### src/rtl/act_arb_pkg.sv
// Shared types and width helpers for the activation-unit arbiter.
package act_arb_pkg;

  typedef enum logic {
    IDLE  = 1'b0,
    BURST = 1'b1
  } state_t;

  function automatic int idx_w(input int n);
    return (n > 1) ? $clog2(n) : 1;
  endfunction

  localparam int DEF_CHANNELS   = 16;
  localparam int DEF_REQUESTERS = 4;
  localparam int DEF_CW         = idx_w(DEF_CHANNELS);
  localparam int DEF_RW         = idx_w(DEF_REQUESTERS);

  // Requester tag travelling alongside a beat through the activation unit.
  typedef struct packed {
    logic              valid;
    logic [DEF_RW-1:0] id;
  } tag_t;

endpackage

### src/rtl/act_tag_pipe.sv
// DEPTH-stage shift register of requester tags; bit W-1 of each tag is its valid.
module act_tag_pipe #(
  parameter int DEPTH = 2,
  parameter int W     = 3
) (
  input  logic         clk,
  input  logic         rst,
  input  logic [W-1:0] tag_in,
  output logic [W-1:0] tag_out,
  output logic         any_valid
);

  logic [W-1:0] stage [DEPTH];

  always_ff @(posedge clk or posedge rst) begin
    if (rst) begin
      for (int i = 0; i < DEPTH; i++) stage[i] <= '0;
    end else begin
      stage[0] <= tag_in;
      for (int i = 1; i < DEPTH; i++) stage[i] <= stage[i-1];
    end
  end

  assign tag_out = stage[DEPTH-1];

  always_comb begin
    any_valid = 1'b0;
    for (int i = 0; i < DEPTH; i++) any_valid = any_valid | stage[i][W-1];
  end

endmodule

### src/rtl/act_arbiter.sv
// Round-robin, burst-locked arbiter in front of a shared ReLU unit, with tag-based result routing.
// Optional ACT_ARB_CHECK_EN: sticky err on tag/act_valid_in mismatch and rsp gated by both.
//
//   state | meaning
//   IDLE  | no grant; pick next requester at/after rr_ptr
//   BURST | grant_id owns the unit until last beat or CHANNELS beats
module act_arbiter
  import act_arb_pkg::*;
#(
  parameter int N           = 16,
  parameter int CHANNELS    = 16,
  parameter int REQUESTERS  = 4,
  parameter int ACT_LATENCY = 2,
  localparam int CW = idx_w(CHANNELS),
  localparam int RW = idx_w(REQUESTERS)
) (
  input  logic                       clk,
  input  logic                       rst,
  input  logic [REQUESTERS-1:0]      req_valid,
  input  logic [REQUESTERS*N-1:0]    req_data,
  input  logic [REQUESTERS*CW-1:0]   req_channel,
  input  logic [REQUESTERS-1:0]      req_last,
  output logic [REQUESTERS-1:0]      req_ready,
  output logic [N-1:0]               act_data_out,
  output logic [CW-1:0]              act_channel_out,
  output logic                       act_valid_out,
  input  logic [N-1:0]               act_data_in,
  input  logic [CW-1:0]              act_channel_in,
  input  logic                       act_valid_in,
  output logic [REQUESTERS-1:0]      rsp_valid,
  output logic [N-1:0]               rsp_data,
  output logic [CW-1:0]              rsp_channel,
  output logic [RW-1:0]              grant_id,
  output logic                       busy,
  output logic                       err
);

  state_t                state, state_nx;
  logic [RW-1:0]         rr_ptr, pick, cand, act_id_q;
  logic [CW-1:0]         beat_cnt;
  logic                  found, accept, last_beat;
  tag_t                  tag_in, tag_out;
  logic                  tag_any, rsp_fire;
  logic [REQUESTERS-1:0] rsp_onehot;

  always_comb begin
    found = 1'b0;
    pick  = rr_ptr;
    cand  = '0;
    for (int i = 0; i < REQUESTERS; i++) begin
      cand = RW'((int'(rr_ptr) + i) % REQUESTERS);
      if (!found && req_valid[cand]) begin
        found = 1'b1;
        pick  = cand;
      end
    end
  end

  always_comb begin
    req_ready = '0;
    if (state == BURST) req_ready[grant_id] = 1'b1;
  end

  assign accept    = (state == BURST) && req_valid[grant_id];
  assign last_beat = accept && (req_last[grant_id] || (beat_cnt == CW'(CHANNELS - 1)));

  always_comb begin
    state_nx = state;
    case (state)
      IDLE:    if (found) state_nx = BURST;
      BURST:   if (last_beat) state_nx = IDLE;
      default: state_nx = IDLE;
    endcase
  end

  always_ff @(posedge clk or posedge rst) begin
    if (rst) begin
      state           <= IDLE;
      grant_id        <= '0;
      rr_ptr          <= '0;
      beat_cnt        <= '0;
      act_valid_out   <= 1'b0;
      act_data_out    <= '0;
      act_channel_out <= '0;
      act_id_q        <= '0;
    end else begin
      state         <= state_nx;
      act_valid_out <= accept;
      if (state == IDLE && found) begin
        grant_id <= pick;
        beat_cnt <= '0;
      end
      if (accept) begin
        act_data_out    <= req_data[int'(grant_id)*N +: N];
        act_channel_out <= req_channel[int'(grant_id)*CW +: CW];
        act_id_q        <= grant_id;
        beat_cnt        <= beat_cnt + 1'b1;
      end
      if (last_beat)
        rr_ptr <= (int'(grant_id) == REQUESTERS - 1) ? '0 : grant_id + 1'b1;
    end
  end

  // The tag enters alongside act_valid_out so its pipe output lines up with act_valid_in.
  always_comb begin
    tag_in.valid = act_valid_out;
    tag_in.id    = act_id_q;
  end

  act_tag_pipe #(
    .DEPTH (ACT_LATENCY),
    .W     ($bits(tag_t))
  ) u_tag_pipe (
    .clk       (clk),
    .rst       (rst),
    .tag_in    (tag_in),
    .tag_out   (tag_out),
    .any_valid (tag_any)
  );

  assign busy = (state == BURST) || act_valid_out || tag_any;

  always_comb begin
    rsp_onehot = '0;
    rsp_onehot[tag_out.id] = 1'b1;
  end

`ifdef ACT_ARB_CHECK_EN
  assign rsp_fire = tag_out.valid && act_valid_in;

  always_ff @(posedge clk or posedge rst) begin
    if (rst) err <= 1'b0;
    else     err <= err | (act_valid_in != tag_out.valid);
  end
`else
  logic unused_valid_in;
  assign unused_valid_in = act_valid_in;
  assign rsp_fire        = tag_out.valid;
  assign err             = 1'b0;
`endif

  always_ff @(posedge clk or posedge rst) begin
    if (rst) begin
      rsp_valid   <= '0;
      rsp_data    <= '0;
      rsp_channel <= '0;
    end else begin
      rsp_valid <= rsp_fire ? rsp_onehot : '0;
      if (rsp_fire) begin
        rsp_data    <= act_data_in;
        rsp_channel <= act_channel_in;
      end
    end
  end

endmodule

### config.mk
export PLATFORM = sky130hd
export DESIGN_NAME = act_arbiter
export DESIGN_NICKNAME = d
export VERILOG_FILES = /design/src/rtl/act_arb_pkg.sv /design/src/rtl/act_tag_pipe.sv /design/src/rtl/act_arbiter.sv
export SDC_FILE = /design/constraint.sdc
export NUM_CORES = 1
export LEC_CHECK = 0
export BUFFER_PORTS_ARGS = -buffer_cell sky130_fd_sc_hd__buf_4
export CAP_MARGIN = 40
export CORE_UTILIZATION = 25
export DETAILED_ROUTE_END_ITERATION = 7
export SLEW_MARGIN = 20
export SYNTH_ARGS = -nofsm -noshare
export SYNTH_HDL_FRONTEND = slang
export SYNTH_HIERARCHICAL = 1
export SYNTH_SLANG_ARGS = --single-unit
export TNS_END_PERCENT = 20
### constraint.sdc
create_clock -name clk -period 2.68 [get_ports clk]
set_input_delay 0.134 -clock clk [delete_from_list [all_inputs] [get_ports clk]]
set_output_delay 0.134 -clock clk [all_outputs]
set_load 0.02 [all_outputs]
Word level (Yosys, flattened, before mapping):

Cells that the tools add are included.

* shifts and indexed selects: 2
* $add $sub $neg: 5
* reduce and logical (&&, ||, !) cells: 15
* eq/ne operators: 2
* multipliers: 0
* muxes and demuxes: 31
* bitwise operators: 2
* $lt $le $gt $ge: 8
* div/mod/pow operators: 0

Operators by type and width (count)
* $shiftx 64x7->16: 1
* $lt 2x3->1 const B: 6
* $mux 4: 4
* $shiftx 16x5->4: 1
* $mux 1: 14
* $bmux 1 s2: 6
* $logic_and 1x1->1: 8
* $mux 2: 4
* $add 2x1->2 const B: 2
* $add 2x2->2 const B: 2
* $add 4x1->4 const B: 1
* $demux 1 s2: 2
* $eq 4x4->1 const B: 1
* $ge 2x1->1 const B: 2
* $logic_not 1->1: 3
* $logic_or 1x1->1: 3
* $eq 2x1->1 const B: 1
* $pmux 1 s2: 1
* $reduce_bool 2->1: 1
* $not 1->1: 1
* $or 1x1->1: 1

* memories: 0
* register bits: 62
* bits in latches: 0
* ROM bits: 0
* output and inout port bits: 53
* input port bits: 111
* word-level logic and storage cells: 78
* memory bits (writable): 0

Logic depth before layout (Yosys ltp):

Gate-level depths: netlist of run 1.

* word-level depth: 15
* gate-level depth with buffers: 7
* mapped depth without buffers: 5

By module:

The synthesis of run 1 kept the hierarchy.

By module, submodules not included
* act_arbiter: seq. area each 1401.3 sq um, cells an instance 199, area each 2921.6 sq um, times used 1
* act_tag_pipe: seq. area each 150.1 sq um, cells an instance 11, area each 182.7 sq um, times used 1

Least setup slack after synthesis of run 1:

Ideal clock, no wire load.

* path type: register to register
* from: register grant_id[0]
* to: register act_data_out[10]
* slack: 0.770 ns
* period minus slack after synthesis: 1.910 ns
* library setup time: 0.125 ns
* arrival time: 1.785 ns
* stages on the path, launching flop included: 5
* required time: 2.555 ns
* buffers on the path: 2
* cells stage by stage: dfrtp_1 > buf_2 > buf_2 > mux4_2 > mux2_4

* word-level cells in the longest chain between the ends: 3
* elaborated cells on any way between the ends: 4
* classes of those cells: shift (1); mux (2); reduce/logical (1)

Ends and longest elaborated chain
* from (decl): RTL line act_arbiter.sv:33 `output logic [RW-1:0] grant_id,`
* from (signal assigned): RTL line act_arbiter.sv:90 `grant_id <= pick;`
* parallel branches: the longest is 3 deep, another holds $shiftx 64x7->16
* to (signal assigned): RTL line act_arbiter.sv:94 `act_data_out <= req_data[int'(grant_id)*N +: N];`
* to (decl): RTL line act_arbiter.sv:24 `output logic [N-1:0] act_data_out,`

Parallel ways; which one is timed is not known. The select of a mux whose other input is x is not followed.
A chain may end at the register's enable or synchronous reset.

Worst setup path in the final report of run 1:

* from: register grant_id[0]
* to: output port req_ready[2]

* word-level cells in the longest chain between the ends: 5
* elaborated cells on any way between the ends: 6
* classes of those cells: order compare (2); mux (3); reduce/logical (1)

Ends and longest elaborated chain
* $lt 2x3->1 (implied by the code) or $ge 2x1->1 (tied branches): RTL line act_arbiter.sv:61 `if (state == BURST) req_ready[grant_id] = 1'b1;`
* $logic_and 1x1->1 (implied by the code): RTL line act_arbiter.sv:61
* $mux 1 (implied by the code): RTL line act_arbiter.sv:61
* $demux 1 s2 *: RTL line act_arbiter.sv:61
* $mux 4 *: RTL line act_arbiter.sv:61
* to (decl): RTL line act_arbiter.sv:23 `output logic [REQUESTERS-1:0] req_ready,`

Mark *: on every way between the ends. The rest lies on a longest branch, timed or not.

==> flow_summary_export.csv, run 1 <==
group,metric,value,unit
grt,grt_overflow,0,
cells_and_area,drive_gt1_frac,0.6684,
synthesis,synthesis.instances,210,
floorplanning,die_x,113.4,microns
clocking,cts_inserted_buffers,9,
synthesis,syn-cell-area,0.003104,sq mm
floorplanning,design.portCount,164,
cells_and_area,diodes,0,
clocking,clkTransAtPathRegs,0.06,ns
synthesis,synth.distinct_cells,35,
clocking,cts_buffer_depth,2,
setup_path,slowest_delay,0.45,ns
setup_path,crit_fanout,24,
clocking,cts_sinks,62,
power,p_int,3714,uW
setup_path,slowest_stage,"dfrtp_2",
grt,grt_max_degree,35,
timing,rsz0062_at_grt,"false",
routing,wirelength,7911,microns
synthesis,ys_seq_elements,62,
synthesis,syn-num-nets,326,
cells_and_area,area_growth,53.65,%
status,status,"finished clean",
power,power,5805,uW
routing,route.antenna.remaining_nets,0,
grt,first_global_vias,2491,
timing,maxSlewViolCount,0,
synthesis,syn_avg_cell_area,14.78,sq um
cells_and_area,finalNetCount,488,
synthesis,synth_async_sr_flop_share,1.000,
setup_path,crit_chain,"buf_4 -> inv_1 -> ha_1 -> and2_1 -> buf_4",
routing,drc_errors,0,
routing,detailroute.via_count,2349,
floorplanning,initial_core_util,0.2574,
power,leakagePower,0.002250,uW
placement,numPlacedInstances,528,
synthesis,yosysWarnings,6,
synthesis,synth_edf_count,0,
routing,wl_per_cell,14.52,microns
timing,post-route-period-util,0.7658,
routing,drt_iter0_drc,97,
routing,first_pass_iters,4,
grt,antenna_found_initial,0,
setup_path,critPathKind,"flop to output pin",
power,irDropWorstVdd,0.4780,mV
routing,avgViaCountPerCell,4.310,
power,p_sw,2091,uW
timing,setup_viol,0,
power,clockPowerShare,0.200,
placement,place.gp.congestion,0.7554,
synthesis,synth-seq-area-share,0.4998,
setup_path,end_kind,"output pin",
placement,portBuffers,161,
timing,max_freq,487.3,MHz
floorplanning,placeableCoreArea,0.01206,sq mm
clocking,postCtsSetupBuffers,0,
setup_path,crit_required,2.55,ns
power,switching_share,0.3602,
timing,worst_slew_pin_slew,0.7423,ns
clocking,cts_tree,"yes",
clocking,post_cts_resized,0,
placement,dpl.hpwl,6031,microns
clocking,cts_hold_buf,1,
timing,fin_crit,2.052,ns
run,cap_violations,0,
timing,hold_violations,0,
floorplanning,rows,40,
setup_path,crit_path_start_kind,"flop",
cells_and_area,stdcell_count,545,
setup_path,crit_top_cell,"buf_4",
grt,grt_pass1_wl,12160,microns
timing,finClkSkew,0.008826,ns
worst_hold_path,min_path_type,"input port to flop",
clocking,cts_max_level,3,
timing,setup_tns,0,ns
timing,maxSlewHeadroom,0.5044,
clocking,clk_latency,0.32,ns
clocking,clockRootBuffer,"clkbuf_16",
power,seq_power_share,0.293,
grt,grt_use_total,0.1244,
floorplanning,die_y,113.4,microns
floorplanning,dieArea,0.01287,sq mm
setup_path,cp.arrival,1.92,ns
power,cellPowerDensity,1217,mW/mm^2
power,pwr-share-comb,0.508,
synthesis,synth-main-ff-cell,"dfrtp_1",
[registers in the layout, indices dropped and copies added (netlist names)]
signal,flops
act_channel_out,4
grant_id,2
u_tag_pipe/stage,3
rsp_data,16
rr_ptr,2
beat_cnt,4
rsp_channel,4
state,1
u_tag_pipe/tag_out,3
act_data_out,16
act_id_q,2
act_valid_out,1
rsp_valid,4
[critical path: cells and delay by family, from the launching register on]
family	cells	cell delay [ns]
buffers and inverters	3	0.76
DFF	1	0.45
adders and majority gates	1	0.22
and+or+nand+nor	1	0.15
[stage by stage]
stage / hold slack [ns] / utilization / setup WS [ns] / instance area (sq um)
finish: 0.04572 / 0.3954 / 0.6278 / 4770
global route: 0.03228 / 0.3954 / 0.4502 / 4770
CTS: 0.03487 / 0.3954 / 0.5467 / 4770
floorplan: -0.07504 / - / 0.7701 / 3104
global placement: 0.07503 / 0.3698 / 0.8017 / 4461
detailed placement: 0.08482 / 0.3698 / 0.7769 / 4461
[Yosys cell counts (2+ instances only)]
library cell | n | area share
dfrtp_1 | 62 | 0.50
mux2_2 | 27 | 0.098
mux4_2 | 21 | 0.15
mux2_4 | 16 | 0.077
nand2_1 | 8 | 0.0097
clkbuf_1 | 6 | 0.0073
inv_1 | 6 | 0.0073
nor2_1 | 6 | 0.0073
o21ai_0 | 6 | 0.0097
ha_1 | 5 | 0.020
nand3_1 | 5 | 0.0081
and2_1 | 4 | 0.0081
buf_4 | 4 | 0.0097
nor2b_1 | 4 | 0.0081
a21oi_1 | 3 | 0.0048
buf_2 | 3 | 0.0048
buf_6 | 3 | 0.011
or3_1 | 3 | 0.0060
a31oi_1 | 2 | 0.0040
[power groups by stage]
stage          Clock (uW)  Combinational [uW]  Sequential [uW]
5_1_grt              1250                3180             1760
6_report             1160                2950             1700
3_5_place_dp            0                3010             1720
4_1_cts              1200                3010             1710
2_1_floorplan           0                1640             2080
3_3_place_gp            0                2950             1700
[cell families after synthesis]
logic type / count (synthesis) / synth area share
other cells: 1 / 0.001208
compound gates: 16 / 0.03749
mux: 67 / 0.3390
flops: 62 / 0.4998
fa+ha+maj: 5 / 0.02015
buf+inv: 23 / 0.04192
simple gates: 36 / 0.06046
[placed cells by master, fill, tap and decap left out, drive strengths merged, types with 2 or more instances in the layout]
cell and n:
nor2 6, a31oi 2, nand3 5, dfrtp 62, mux2i 2, mux2 44, nor2b 4, a21oi 3
clkbuf 9, buf 166, ha 5, a2bb2oi 2, clkinv 4, or2 2, and2 4, or3 3
mux4 21, nand2 8, inv 8, o21ai 6
[layer usage]
layer | part of all wire | track usage | routed length (microns)
met5 | 0 | 0 | 0
met4 | 0.012 | 0.04649 | 97
met3 | 0.072 | 0.04091 | 570
met2 | 0.53 | 0.2254 | 4194
met1 | 0.39 | 0.1349 | 3049
[final timing paths]
| kind | start | to | slack [ns] | depth (start not counted) |
|---|---|---|---|---|
| setup / recovery | grant_id[0] | req_ready[2] | 0.63 | 5 |
| hold / removal | act_channel_in[3] | rsp_channel[3] | 0.05 | 2 |
| setup reg to reg | grant_id[0] | act_data_out[7] | 0.81 | 3 |
| hold reg to reg | u_tag_pipe/stage[4] | u_tag_pipe/tag_out[1] | 0.35 | 0 |
| max in group asynchronous | rst | rsp_data[15] | 1.34 | 4 |
| min in group asynchronous | rst | u_tag_pipe/stage[5] | 0.32 | 3 |
[cell type report]
cell class / instances / area [sq um]
fillers: 1152 / 7292
flip-flops and latches: 62 / 1553
multi-input cells: 125 / 1423
repair buffers: 167 / 1256
clock buffers: 9 / 225.2
well taps: 168 / 210.2
clock inverters: 7 / 73.82
inverters: 7 / 28.78
No activity file was read; power rests on OpenSTA's default activity.
==> inputs of run 2 (changes only) <==
Settings changed: ABC_AREA set to 1.
Clock period 2.68 ns to 1.9 ns, I/O delays scaled along.
==> run 2 against run 1 <==
Core utilization rose by 0.92 points. Largest power group unchanged. Routed wire length up 27%. Die area increased by 4.7%. Largest cell class unchanged. Via count rose by 48%. Area after synthesis increased by 4.8%. Hold slack got worse by 0.035 ns. Critical endpoint is now beat_cnt[0]. Synthesized cell count rose by 110%. Cell count rose by 46%. Combinational power is 61% higher. Total power is 48% higher. Register-to-register slack got worse by 0.62 ns. Sequential share of layout area decreased by 2.3 points.
==> flow_summary_export.csv, run 2 <==
group,metric,value,unit
synthesis,synth_edf_count,0,
timing,maxSlewViolCount,0,
run,cap_violations,0,
routing,wirelength,10010,microns
clocking,clk_latency,0.32,ns
synthesis,synth.distinct_cells,27,
routing,first_pass_iters,6,
synthesis,syn_avg_cell_area,7.377,sq um
grt,grt_overflow,0,
setup_path,critPathKind,"flop to flop",
cells_and_area,area_growth,57.62,%
timing,fin_crit,1.706,ns
status,status,"finished clean",
synthesis,yosysWarnings,6,
clocking,cts_max_level,3,
timing,worst_slew_pin_slew,0.7021,ns
floorplanning,initial_core_util,0.2567,
floorplanning,die_y,116.1,microns
setup_path,end_kind,"flop",
routing,drt_iter0_drc,124,
placement,portBuffers,161,
synthesis,yosys.cell_count.top_type,"nand2_1",
timing,setup_viol,0,
grt,grt_use_total,0.1452,
synthesis,syn-num-nets,557,
clocking,clkTransAtPathRegs,0.06,ns
placement,numPlacedInstances,757,
cells_and_area,reg_top3,"act_data_out: 16 flops, rsp_data: 16 flops",
cells_and_area,layout_common_cells,"buf_4, nand2_1, nor2_1",
setup_path,cp.arrival,1.95,ns
cells_and_area,nFillCells,1262,
placement,dpl.hpwl,7456,microns
clocking,cts_buffer_depth,2,
cells_and_area,final_common_cell,"buf_4",
timing,maxSlewHeadroom,0.5314,
clocking,cts_tree,"yes",
routing,drc_errors,0,
timing,setup_tns,0,ns
cells_and_area,regArea,0.001553,sq mm
routing,wl_per_cell,12.63,microns
timing,post-route-period-util,0.8978,
cells_and_area,drive_gt1_frac,0.3269,
synthesis,synth-main-ff-cell,"dfrtp_1",
clocking,clockRootBuffer,"clkbuf_16",
timing,rsz0062_at_grt,"false",
cells_and_area,multi_input_area,0.001489,sq mm
floorplanning,die_x,116.1,microns
floorplanning,design.portCount,164,
routing,detailroute.via_count,3476,
routing,route.antenna.remaining_nets,0,
grt,first_global_vias,3089,
synthesis,ys_top_cells_by_area,"dfrtp_1, nand2_1, nor2_1",
synthesis,yosys.area.top_type,"dfrtp_1",
cells_and_area,stdcell_count,793,
synthesis,ys_seq_elements,62,
cells_and_area,finalNetCount,732,
placement,place.gp.congestion,0.7717,
clocking,postCtsSetupBuffers,0,
setup_path,crit_path_start_kind,"flop",
timing,hold_violations,0,
power,cellPowerDensity,1680,mW/mm^2
timing,finClkSkew,0.006487,ns
clocking,cts_inserted_buffers,9,
setup_path,crit_fanout,8,
worst_hold_path,min_path_type,"input port to flop",
grt,grt_pass1_wl,14990,microns
timing,max_freq,586.2,MHz
floorplanning,dieArea,0.01347,sq mm
synthesis,synth_async_sr_flop_share,1.000,
synthesis,synth-seq-area-share,0.4769,
synthesis,synthesis.instances,441,
power,irDropWorstVdd,0.5984,mV
synthesis,synth_common_cells,"nand2_1, nor2_1, dfrtp_1",
synthesis,yosys.area.top_type_share,0.4769,
routing,avgViaCountPerCell,4.383,
grt,antenna_found_initial,0,
floorplanning,rows,41,
synthesis,syn-cell-area,0.003253,sq mm
clocking,cts_sinks,62,
setup_path,crit_required,2.14,ns
grt,grt_max_degree,37,
power,leakagePower,0.002656,uW
floorplanning,placeableCoreArea,0.01267,sq mm
cells_and_area,diodes,0,
-- run 2: cell count changes after synthesis, moves of 11 or more --
cell,before,now
inv_1,6,17
mux2_2,27,0
mux2_4,16,0
mux4_2,21,0
nand2_1,8,141
nor2_1,6,77
o21ai_0,6,45
-- run 2: power by group --
part	switching, uW	internal, uW
sequential	401	1960
combinational	2920	1840
clock	617	883
total	3930	4680
-- run 2: logic make-up (layout without fill, tap and decap cells) --
logic type / Yosys count / after routing / synth area share
AND/OR/NAND/NOR: 243 / 243 / 0.2950
adder cells (fa/ha/maj): 5 / 5 / 0.01923
other: 1 / 1 / 0.001153
AO/OA/AOI/OAI: 80 / 80 / 0.1396
XOR/XNOR: 1 / 1 / 0.002693
buffers and inverters: 49 / 229 / 0.06538
flip-flops: 62 / 62 / 0.4769
-- run 2: repair_timing --
action	CTS	global route
endpoints found under the hold margin	45	0
hold buffers	20	0
gates resized for setup	0	0
-- run 2: cell type report --
| cell class | count | area share |
|---|---|---|
| Clock buffer | 9 | 0.04392 |
| Clock inverter | 7 | 0.009761 |
| Inverter | 21 | 0.01537 |
| Multi-Input combinational cell | 330 | 0.2904 |
| Sequential cell | 62 | 0.3028 |
| Tap cell | 172 | 0.04197 |
| Timing Repair Buffer | 192 | 0.2958 |
-- run 2: worst max-delay path: stages, from the launching register on --
cell and delay (ns):
dfrtp_1 0.45, inv_1 0.16, nand2_1 0.10, nand2_2 0.08, o21ai_0 0.25, inv_1 0.14, o21ai_4 0.26, nand3_2 0.08
o21ai_1 0.09
-- run 2: path summary, 6_finish.rpt --
check | to | depth (start not counted) | slack (ns) | startpoint
worst min register to register | u_tag_pipe/tag_out[0] | 0 | 0.35 | u_tag_pipe/stage[3]
worst min-delay path | rsp_data[15] | 3 | 0.01 | act_data_in[15]
worst max register to register | beat_cnt[0] | 8 | 0.19 | rr_ptr[0]
min in group asynchronous | u_tag_pipe/tag_out[2] | 3 | 0.27 | rst
worst max-delay path | beat_cnt[0] | 8 | 0.19 | rr_ptr[0]
max in group asynchronous | rsp_valid[3] | 4 | 0.97 | rst
-- run 2: metal layers --
metal,part of all wire,GRT usage,vias to the layer above,routed length (microns)
met5,0,0,-,0
met4,0.0074,0.03590,0,74
met3,0.087,0.05544,7,873
met2,0.47,0.2504,145,4661
met1,0.44,0.1692,1559,4403
li1,-,-,1765,-
-- run 2: per-stage QoR --
stage	total power [uW]	cell area (sq um)	setup slack, ns	util	hold WS, ns
floorplan	5419	3253	0.3236	-	-0.1140
global placement	7056	4652	0.2375	0.3671	0.03013
detailed placement	7167	4652	0.2141	0.3671	0.04336
CTS	8733	5127	0.1479	0.4047	0.009828
global route	9361	5127	0.03665	0.4047	0.01017
finish	8613	5127	0.1942	0.4047	0.01094
